<file path="src/rtl/alu_ctrl_pkg.sv">
// Shared constants and types for the ALU control pipeline and its opcode translator.
package alu_ctrl_pkg;

  localparam logic [3:0] CLS_RTYPE = 4'b0000;
  localparam logic [3:0] CLS_JMP   = 4'b0100;
  localparam logic [3:0] CLS_SHIFT = 4'b1000;
  localparam logic [3:0] CLS_LUI   = 4'b1111;

  // Low nibbles of the jump opcodes (JAL / JMP) that collapse to an add.
  localparam logic [3:0] JMP_LO_JAL = 4'b1100;
  localparam logic [3:0] JMP_LO_JMP = 4'b1000;

  localparam logic [7:0] DEF_ADDU_CODE = 8'h06;
  localparam logic [3:0] DEF_MD_CLASS  = 4'b1100;

  typedef enum logic [1:0] {
    IDLE = 2'd0,
    HOLD = 2'd1,
    WAIT = 2'd2
  } state_t;

endpackage

</file>
<file path="src/rtl/alu_control_pipe_if.sv">
// Decode-to-ALU opcode channel: upstream valid/ready, downstream valid/ready, flush and busy.
interface alu_control_pipe_if #(
  parameter int OPW = 8
);
  logic           in_valid;
  logic           in_ready;
  logic [OPW-1:0] opcode;
  logic           flush;
  logic           out_valid;
  logic           out_ready;
  logic [OPW-1:0] alu_opcode;
  logic           out_multi;
  logic           busy;

  // The pipeline block is the slave; decode/ALU side (or a bench) is the master.
  modport slave (
    input  in_valid, opcode, flush, out_ready,
    output in_ready, out_valid, alu_opcode, out_multi, busy
  );

  modport master (
    output in_valid, opcode, flush, out_ready,
    input  in_ready, out_valid, alu_opcode, out_multi, busy
  );
endinterface

</file>
<file path="src/rtl/alu_opcode_xlate.sv">
// Combinational instruction-opcode to ALU-opcode translation; also flags multi-cycle ops.
module alu_opcode_xlate
  import alu_ctrl_pkg::*;
#(
  parameter int             OPW       = 8,
  parameter logic [OPW-1:0] ADDU_CODE = OPW'(DEF_ADDU_CODE),
  parameter logic [3:0]     MD_CLASS  = DEF_MD_CLASS
) (
  input  logic [OPW-1:0] opcode,
  output logic [OPW-1:0] alu_opcode,
  output logic           is_multi
);

  logic [3:0] hi;
  logic [3:0] lo;

  assign hi = opcode[OPW-1 -: 4];
  assign lo = opcode[3:0];

  // Rule order matters: a MD_CLASS that aliases a fixed class loses to it.
  always_comb begin
    alu_opcode = opcode;
    is_multi   = 1'b0;
    if (hi == CLS_RTYPE) begin
      alu_opcode = opcode;
    end else if (hi == CLS_JMP) begin
      if (lo == JMP_LO_JAL || lo == JMP_LO_JMP) begin
        alu_opcode = ADDU_CODE;
      end
    end else if (hi == CLS_SHIFT || hi == CLS_LUI) begin
      alu_opcode = opcode;
    end else if (hi == MD_CLASS) begin
      is_multi = 1'b1;
    end else begin
      alu_opcode = {{(OPW-4){1'b0}}, hi};
    end
  end

endmodule

</file>
<file path="src/rtl/alu_control_pipe.sv">
// Handshaked ALU control stage: registers translated opcodes and blocks issue during mul/div busy windows.
module alu_control_pipe
  import alu_ctrl_pkg::*;
#(
  parameter int             OPW       = 8,
  parameter logic [OPW-1:0] ADDU_CODE = OPW'(DEF_ADDU_CODE),
  parameter logic [3:0]     MD_CLASS  = DEF_MD_CLASS,
  parameter int             MD_CYCLES = 4
) (
  input  logic                clock,
  input  logic                reset,
  alu_control_pipe_if.slave   bus
);

  state_t         state_p1;
  logic [7:0]     cnt_p1;
  logic           vld_p1;
  logic           busy_p1;
  logic           multi_p1;
  logic [OPW-1:0] alu_p1;

  logic [OPW-1:0] xlate_p0;
  logic           multi_p0;
  logic           ready_p0;
  logic           accept_p0;

  // ---- stage p0: translate and decide acceptance ----
  alu_opcode_xlate #(
    .OPW       (OPW),
    .ADDU_CODE (ADDU_CODE),
    .MD_CLASS  (MD_CLASS)
  ) u_xlate (
    .opcode     (bus.opcode),
    .alu_opcode (xlate_p0),
    .is_multi   (multi_p0)
  );

  // A held multi op must hand off and drain its busy window before the next issue.
  assign ready_p0  = !bus.flush && (state_p1 != WAIT) &&
                     ((state_p1 == IDLE) || (bus.out_ready && !multi_p1));
  assign accept_p0 = bus.in_valid && ready_p0;

  // ---- stage p1: held op, FSM and busy counter ----
  always_ff @(posedge clock) begin
    if (!reset) begin
      state_p1 <= IDLE;
      cnt_p1   <= 8'd0;
      vld_p1   <= 1'b0;
      busy_p1  <= 1'b0;
      multi_p1 <= 1'b0;
      alu_p1   <= '0;
    end else if (bus.flush) begin
      state_p1 <= IDLE;
      cnt_p1   <= 8'd0;
      vld_p1   <= 1'b0;
      busy_p1  <= 1'b0;
      multi_p1 <= 1'b0;
    end else begin
      case (state_p1)
        IDLE: begin
          if (accept_p0) begin
            state_p1 <= HOLD;
            vld_p1   <= 1'b1;
            alu_p1   <= xlate_p0;
            multi_p1 <= multi_p0;
          end
        end
        HOLD: begin
          if (bus.out_ready) begin
            if (multi_p1) begin
              state_p1 <= WAIT;
              cnt_p1   <= 8'(MD_CYCLES);
              busy_p1  <= 1'b1;
              vld_p1   <= 1'b0;
              multi_p1 <= 1'b0;
            end else if (accept_p0) begin
              alu_p1   <= xlate_p0;
              multi_p1 <= multi_p0;
            end else begin
              state_p1 <= IDLE;
              vld_p1   <= 1'b0;
            end
          end
        end
        WAIT: begin
          if (cnt_p1 == 8'd1) begin
            state_p1 <= IDLE;
            cnt_p1   <= 8'd0;
            busy_p1  <= 1'b0;
          end else begin
            cnt_p1 <= cnt_p1 - 8'd1;
          end
        end
        default: begin
          state_p1 <= IDLE;
          cnt_p1   <= 8'd0;
          vld_p1   <= 1'b0;
          busy_p1  <= 1'b0;
          multi_p1 <= 1'b0;
        end
      endcase
    end
  end

  assign bus.in_ready   = ready_p0;
  assign bus.out_valid  = vld_p1;
  assign bus.alu_opcode = alu_p1;
  assign bus.out_multi  = multi_p1;
  assign bus.busy       = busy_p1;

endmodule

</file>
<file path="src/flat_wrapper.sv">
// flat-port wrapper written by rule: the top's interface ports become plain ports
module alu_control_pipe_flat import alu_ctrl_pkg::*;
#(
  parameter int             OPW       = 8,
  parameter logic [OPW-1:0] ADDU_CODE = OPW'(DEF_ADDU_CODE),
  parameter logic [3:0]     MD_CLASS  = DEF_MD_CLASS,
  parameter int             MD_CYCLES = 4
)
  (clock, reset, bus_in_valid, bus_opcode, bus_flush, bus_out_ready, bus_in_ready, bus_out_valid, bus_alu_opcode, bus_out_multi, bus_busy);
  alu_control_pipe_if #(.OPW(OPW)) bus_i ();
  input  logic clock;
  input  logic reset;
  input wire logic [$bits(bus_i.in_valid)-1:0] bus_in_valid;
  input wire logic [$bits(bus_i.opcode)-1:0] bus_opcode;
  input wire logic [$bits(bus_i.flush)-1:0] bus_flush;
  input wire logic [$bits(bus_i.out_ready)-1:0] bus_out_ready;
  output wire logic [$bits(bus_i.in_ready)-1:0] bus_in_ready;
  output wire logic [$bits(bus_i.out_valid)-1:0] bus_out_valid;
  output wire logic [$bits(bus_i.alu_opcode)-1:0] bus_alu_opcode;
  output wire logic [$bits(bus_i.out_multi)-1:0] bus_out_multi;
  output wire logic [$bits(bus_i.busy)-1:0] bus_busy;
  assign bus_i.in_valid = bus_in_valid;
  assign bus_i.opcode = bus_opcode;
  assign bus_i.flush = bus_flush;
  assign bus_i.out_ready = bus_out_ready;
  assign bus_in_ready = bus_i.in_ready;
  assign bus_out_valid = bus_i.out_valid;
  assign bus_alu_opcode = bus_i.alu_opcode;
  assign bus_out_multi = bus_i.out_multi;
  assign bus_busy = bus_i.busy;
  alu_control_pipe #(.OPW(OPW), .ADDU_CODE(ADDU_CODE), .MD_CLASS(MD_CLASS), .MD_CYCLES(MD_CYCLES)) u_core (.clock(clock), .reset(reset), .bus(bus_i));
endmodule
</file>
<file path="config.mk">
export PLATFORM = sky130hd
export DESIGN_NAME = alu_control_pipe_flat
export DESIGN_NICKNAME = d
export VERILOG_FILES = /design/src/rtl/alu_ctrl_pkg.sv /design/src/rtl/alu_control_pipe_if.sv /design/src/rtl/alu_opcode_xlate.sv /design/src/rtl/alu_control_pipe.sv /design/src/flat_wrapper.sv
export SDC_FILE = /design/constraint.sdc
export NUM_CORES = 1
export LEC_CHECK = 0
export CORE_ASPECT_RATIO = 0.5
export CORE_MARGIN = 3
export CORE_UTILIZATION = 25
export DETAILED_ROUTE_END_ITERATION = 16
export GPL_TIMING_DRIVEN = 0
export RECOVER_POWER = 25
export SYNTH_ARGS = -nofsm -noshare
export SYNTH_HDL_FRONTEND = slang
export SYNTH_SLANG_ARGS = --single-unit
export TNS_END_PERCENT = 30
</file>
<file path="constraint.sdc">
create_clock -name clock -period 3.9 [get_ports clock]
set_clock_uncertainty 0.05 [all_clocks]
set_input_delay 1.17 -clock clock [delete_from_list [all_inputs] [get_ports clock]]
set_output_delay 1.17 -clock clock [all_outputs]
set_load 0.02 [all_outputs]
</file>
* Word level (Yosys, flattened, before mapping) *
Index checks and enable logic that the tools add are counted.

operators by class
  add/subtract/negate cells = 1
  equal/unequal tests = 16
  bitwise operators = 4
  mux-type cells = 37
  reduce and logical (&&, ||, !) cells = 19

operators by type and width
  operator               count
  $mux W8                11
  $pmux W8 S3            1
  $eq A4 B4 Y1 const B   5
  $pmux W8 S2            1
  $reduce_and A4 Y1      4
  $mux W1                15
  $mux W2                5
  $pmux W1 S3            3
  $eq A8 B1 Y1 const B   1
  $sub A8 B1 Y8 const B  1
  $ne A2 B1 Y1 const B   3
  $ne A2 B2 Y1 const B   3
  $pmux W2 S3            1
  $reduce_and A3 Y1      2
  $eq A4 B3 Y1 const B   1
  $logic_and A1 B1 Y1    4
  $logic_not A4 Y1       1
  $not A1 Y1             4
  $logic_or A1 B1 Y1     3
  $ne A3 B2 Y1 const B   1
  $eq A2 B1 Y1 const B   1
  $eq A2 B2 Y1 const B   1
  $logic_not A1 Y1       2
  $logic_not A2 Y1       1
  2 further kinds        2

word-level totals
  register bits after elaboration = 21
  output and inout port bits = 12
  bits of input ports = 13
  logic and storage cells = 83

* Longest topological paths before layout *
  depth in word-level cells = 9
  gate-level depth with buffers = 8
  depth with buffers taken out = 6

* Hierarchy *
Synthesis repeated with hierarchy kept, for this count alone.

unflattened totals
  cells, all modules = 152
  area, all modules = 1336.3 um2

by module, submodules not included
  module            area an instance (um2)  cells each  times used  seq. area each (um2)
  alu_control_pipe  1133.6                  120         1           420.4
  alu_opcode_xlate  202.7                   32          1           0.0

* Worst setup path before layout *
Ideal clock, no wire load.

  path type = input to output
  from = in bus_out_ready
  to = out bus_in_ready
  arrival time = 1.676 ns
  slack = 1.004 ns
  data required time = 2.680 ns
  cell stages on the path = 2
  path buffers = 0
  cell sequence = a21oi_1 -> nor3_1

on the way
  cells in the longest elaborated chain, start to end = 3

RTL lines
  what                 line                    RTL
  start, declared      flat_wrapper.sv:16      input wire logic [$bits(bus_i.out_ready)-1:0] bus_out_ready;
  $logic_and A1 B1 Y1  alu_control_pipe.sv:40  ((state_p1 == IDLE) || (bus.out_ready && !multi_p1));
  $logic_or A1 B1 Y1   alu_control_pipe.sv:40
  $logic_and A1 B1 Y1  alu_control_pipe.sv:39  assign ready_p0 = !bus.flush && (state_p1 != WAIT) &&
  end, declared        flat_wrapper.sv:17      output wire logic [$bits(bus_i.in_ready)-1:0] bus_in_ready;

No other way between the ends.

* Worst setup path after layout *
Same ends and word-level chain as after synthesis.

==> qor.yml <==
yosys:
  async_reset_ff_share_pct: 0
  synth_edf_count: 0
  yosys.area.top_type: "dfxtp_1"
  synth_common_cells: "dfxtp_1, nor2_1, nand2_1"
  netlist.area_leader.share_pct: 32.7
  synth_cell_types: 43
  synth.cell_area_um2: 1290
  synthCells: 154
  syn_nets: 173
  synthTopCellsByArea: "dfxtp_1, ha_1, nor2_1, nand2_1, nor2b_1"
  ys_seq_area_share_pct: 32.7
  synth-seq-cells: 21
  syn_avg_cell_area_um2: 8.35
  yosys_warnings: 0
  ys.flop_type: "dfxtp_1"
  synth.most_common_cell: "dfxtp_1"
critical_path:
  arrival_ns: 2.23
  crit_fanout: 6
  r2r_cells: 7
  worstReg2RegStart: "u_core.state_p1[0]"
  r2r-end: "u_core.state_p1[0]"
  required_ns: 2.68
  cp-start-kind: "input pin"
  critical_path_class: "in2out"
  ff2ff_setup_slack_ns: 1.88
  crit_path_end_kind: "output port"
worst_hold_path:
  hold_class: "reg2reg"
  hold_path_end: "u_core.bus.alu_opcode[6]"
  min_from: "u_core.bus.alu_opcode[6]"
  holdPathStages: 2
routing:
  wl_mm: 2.84
  wl_per_cell_um: 11.6
  via_per_inst: 4.70
  drc: 0
  ant_nets: 0
  first_pass_iters: 4
  drt_iter0_drc: 24
  vias: 1155
timing:
  finalSetupViolations: 0
  final.min_clock_period_ns: 3.45
  slew_headroom_pct: 68.5
  timing_hold_violations_final: 0
  fmax_mhz: 290
  worstMarginPinSlew_ns: 0.468
  min_period_over_period_pct: 88.6
  setup_tns_ns: 0
  slew_viol_final: 0
  rsz0062_at_grt: "no"
layout:
  multi_input_area_um2: 787
  finalNetCount: 200
  regArea_um2: 420
  syn_to_final_growth_pct: 27.2
  fillers: 509
  utilization_pct: 35.0
  n_antenna_cell: 0
  drive_gt1_share_pct: 8.33
outcome:
  status: "completed"
die:
  io_pins: 25
  core_area_um2: 4680
  die_h_um: 56.7
  start_util_pct: 27.5
  die_w_um: 107
  rows: 17
  die-area_um2: 6090
placed_design:
  dpl.hpwl_mm: 2.20
  place_congestion: 0.838
  io_buffers: 22
clocking:
  cts-root-buf: "clkbuf_8"
  cts_hold_buf: 0
  clock_latency_ns: 0.26
  cts.path.max_buffers: 2
  clkTransAtPathRegs_ns: 0.07
  cts_tree: "yes"
  htree_levels: 1
  cts.sinks: 21
  post-cts-setup-buffers: 0
  numCtsBuffers: 3
pwr:
  p_per_area_nw_per_um2: 278
  vdd_drop_max_uv: 102
  combinationalPowerShare_pct: 19.8
  clkPwrFrac_pct: 31.2
  p_sw_share_pct: 26.4
  internal-power_mw: 0.335
  net-switching-power_mw: 0.120
  sequentialPowerShare_pct: 49.0
  static-leakage-power_nw: 0.576
job:
  maxCapViolations: 0
global_routing:
  grt_max_degree: 12
  grt_pass1_wl_mm: 5.00
  grt_usage_pct: 9.96
  grt_antenna_before_repair: 0
  grt_overflow: 0
  grt_pass1_vias: 1157
[cells in the final DEF (no fill, tap or decap), drive strengths merged, types with 6 or more instances in the layout]
cell type      count
dfxtp             21
nor2              16
nand2             14
clkdlybuf4s50     13
dlygate4sd3        8
clkbuf             8
inv                7
nor2b              7
nand3              6
ha                 6
[worst max-delay path, cell delays in order]
cell and delay (ns):
clkdlybuf4s50_1 0.59, a21oi_1 0.10, nor3_1 0.13, dlymetal6s2s_1 0.25
[stage by stage]
step	worst slack (ns)	power [mW]	instances	cell area [um^2]	hold WS, ns
floorplan	1.00	0.286	154	1290	0.395
global placement	0.0439	0.319	242	1590	0.399
detailed placement	0.0365	0.320	242	1590	0.407
CTS	0.0335	0.465	246	1630	0.416
global route	0.339	0.485	246	1640	0.438
finish	0.447	0.456	246	1640	0.407
[power groups by stage]
| stage | clock network, mW | logic [mW] | registers [mW] |
|---|---|---|---|
| final | 0.142 | 0.0903 | 0.223 |
| after global routing | 0.161 | 0.0998 | 0.224 |
| after CTS | 0.149 | 0.0922 | 0.224 |
| after detailed placement | 0 | 0.0917 | 0.229 |
| after global placement | 0 | 0.0904 | 0.228 |
| after floorplan | 0 | 0.0535 | 0.233 |
[flip-flops by register name, indices dropped and copies added (netlist names)]
| signal | cells |
|---|---|
| u_core.bus.busy | 1 |
| u_core.bus.alu_opcode | 8 |
| u_core.state_p1 | 2 |
| u_core.bus.out_multi | 1 |
| u_core.bus.out_valid | 1 |
| u_core.cnt_p1 | 8 |
[how the worst max path moves through the flow]
stage                  start            to  depth (start not counted)
6_report       bus_out_ready  bus_in_ready                          4
5_1_grt        bus_out_ready  bus_in_ready                          4
4_1_cts        bus_out_ready  bus_in_ready                          4
3_5_place_dp   bus_out_ready  bus_in_ready                          4
3_3_place_gp   bus_out_ready  bus_in_ready                          4
2_1_floorplan  bus_out_ready  bus_in_ready                          2
[area by class of cell]
class / instances / share of cell area [%]
plain buffers: 9 / 3.21
clock buffers: 4 / 2.75
inverters: 7 / 1.61
multi-input cells: 117 / 48.1
flip-flops and latches: 21 / 25.7
well taps: 66 / 5.05
repair buffers: 22 / 13.6
[what timing repair did]
action / in CTS / in global routing
hold endpoints to repair: 0 / 0
setup endpoints to repair: 0 / 1
gates resized for setup: 0 / 1
[per-layer routing]
metal,GRT usage (%),wire [um]
met5,0,0
met4,2.52,10
met3,2.76,81
met2,17.2,1330
met1,12.3,1420
[cell families after synthesis]
| logic type | count (synthesis) | share of synthesized area (%) |
|---|---|---|
| flip-flops | 21 | 32.7 |
| AO/OA/AOI/OAI | 30 | 18.6 |
| buffers and inverters | 16 | 6.13 |
| XOR/XNOR | 6 | 4.09 |
| AND/OR/NAND/NOR | 71 | 29.6 |
| adder cells (fa/ha/maj) | 6 | 5.84 |
| multiplexers | 4 | 3.11 |
Note: power is estimated with default switching activity, not from simulation.
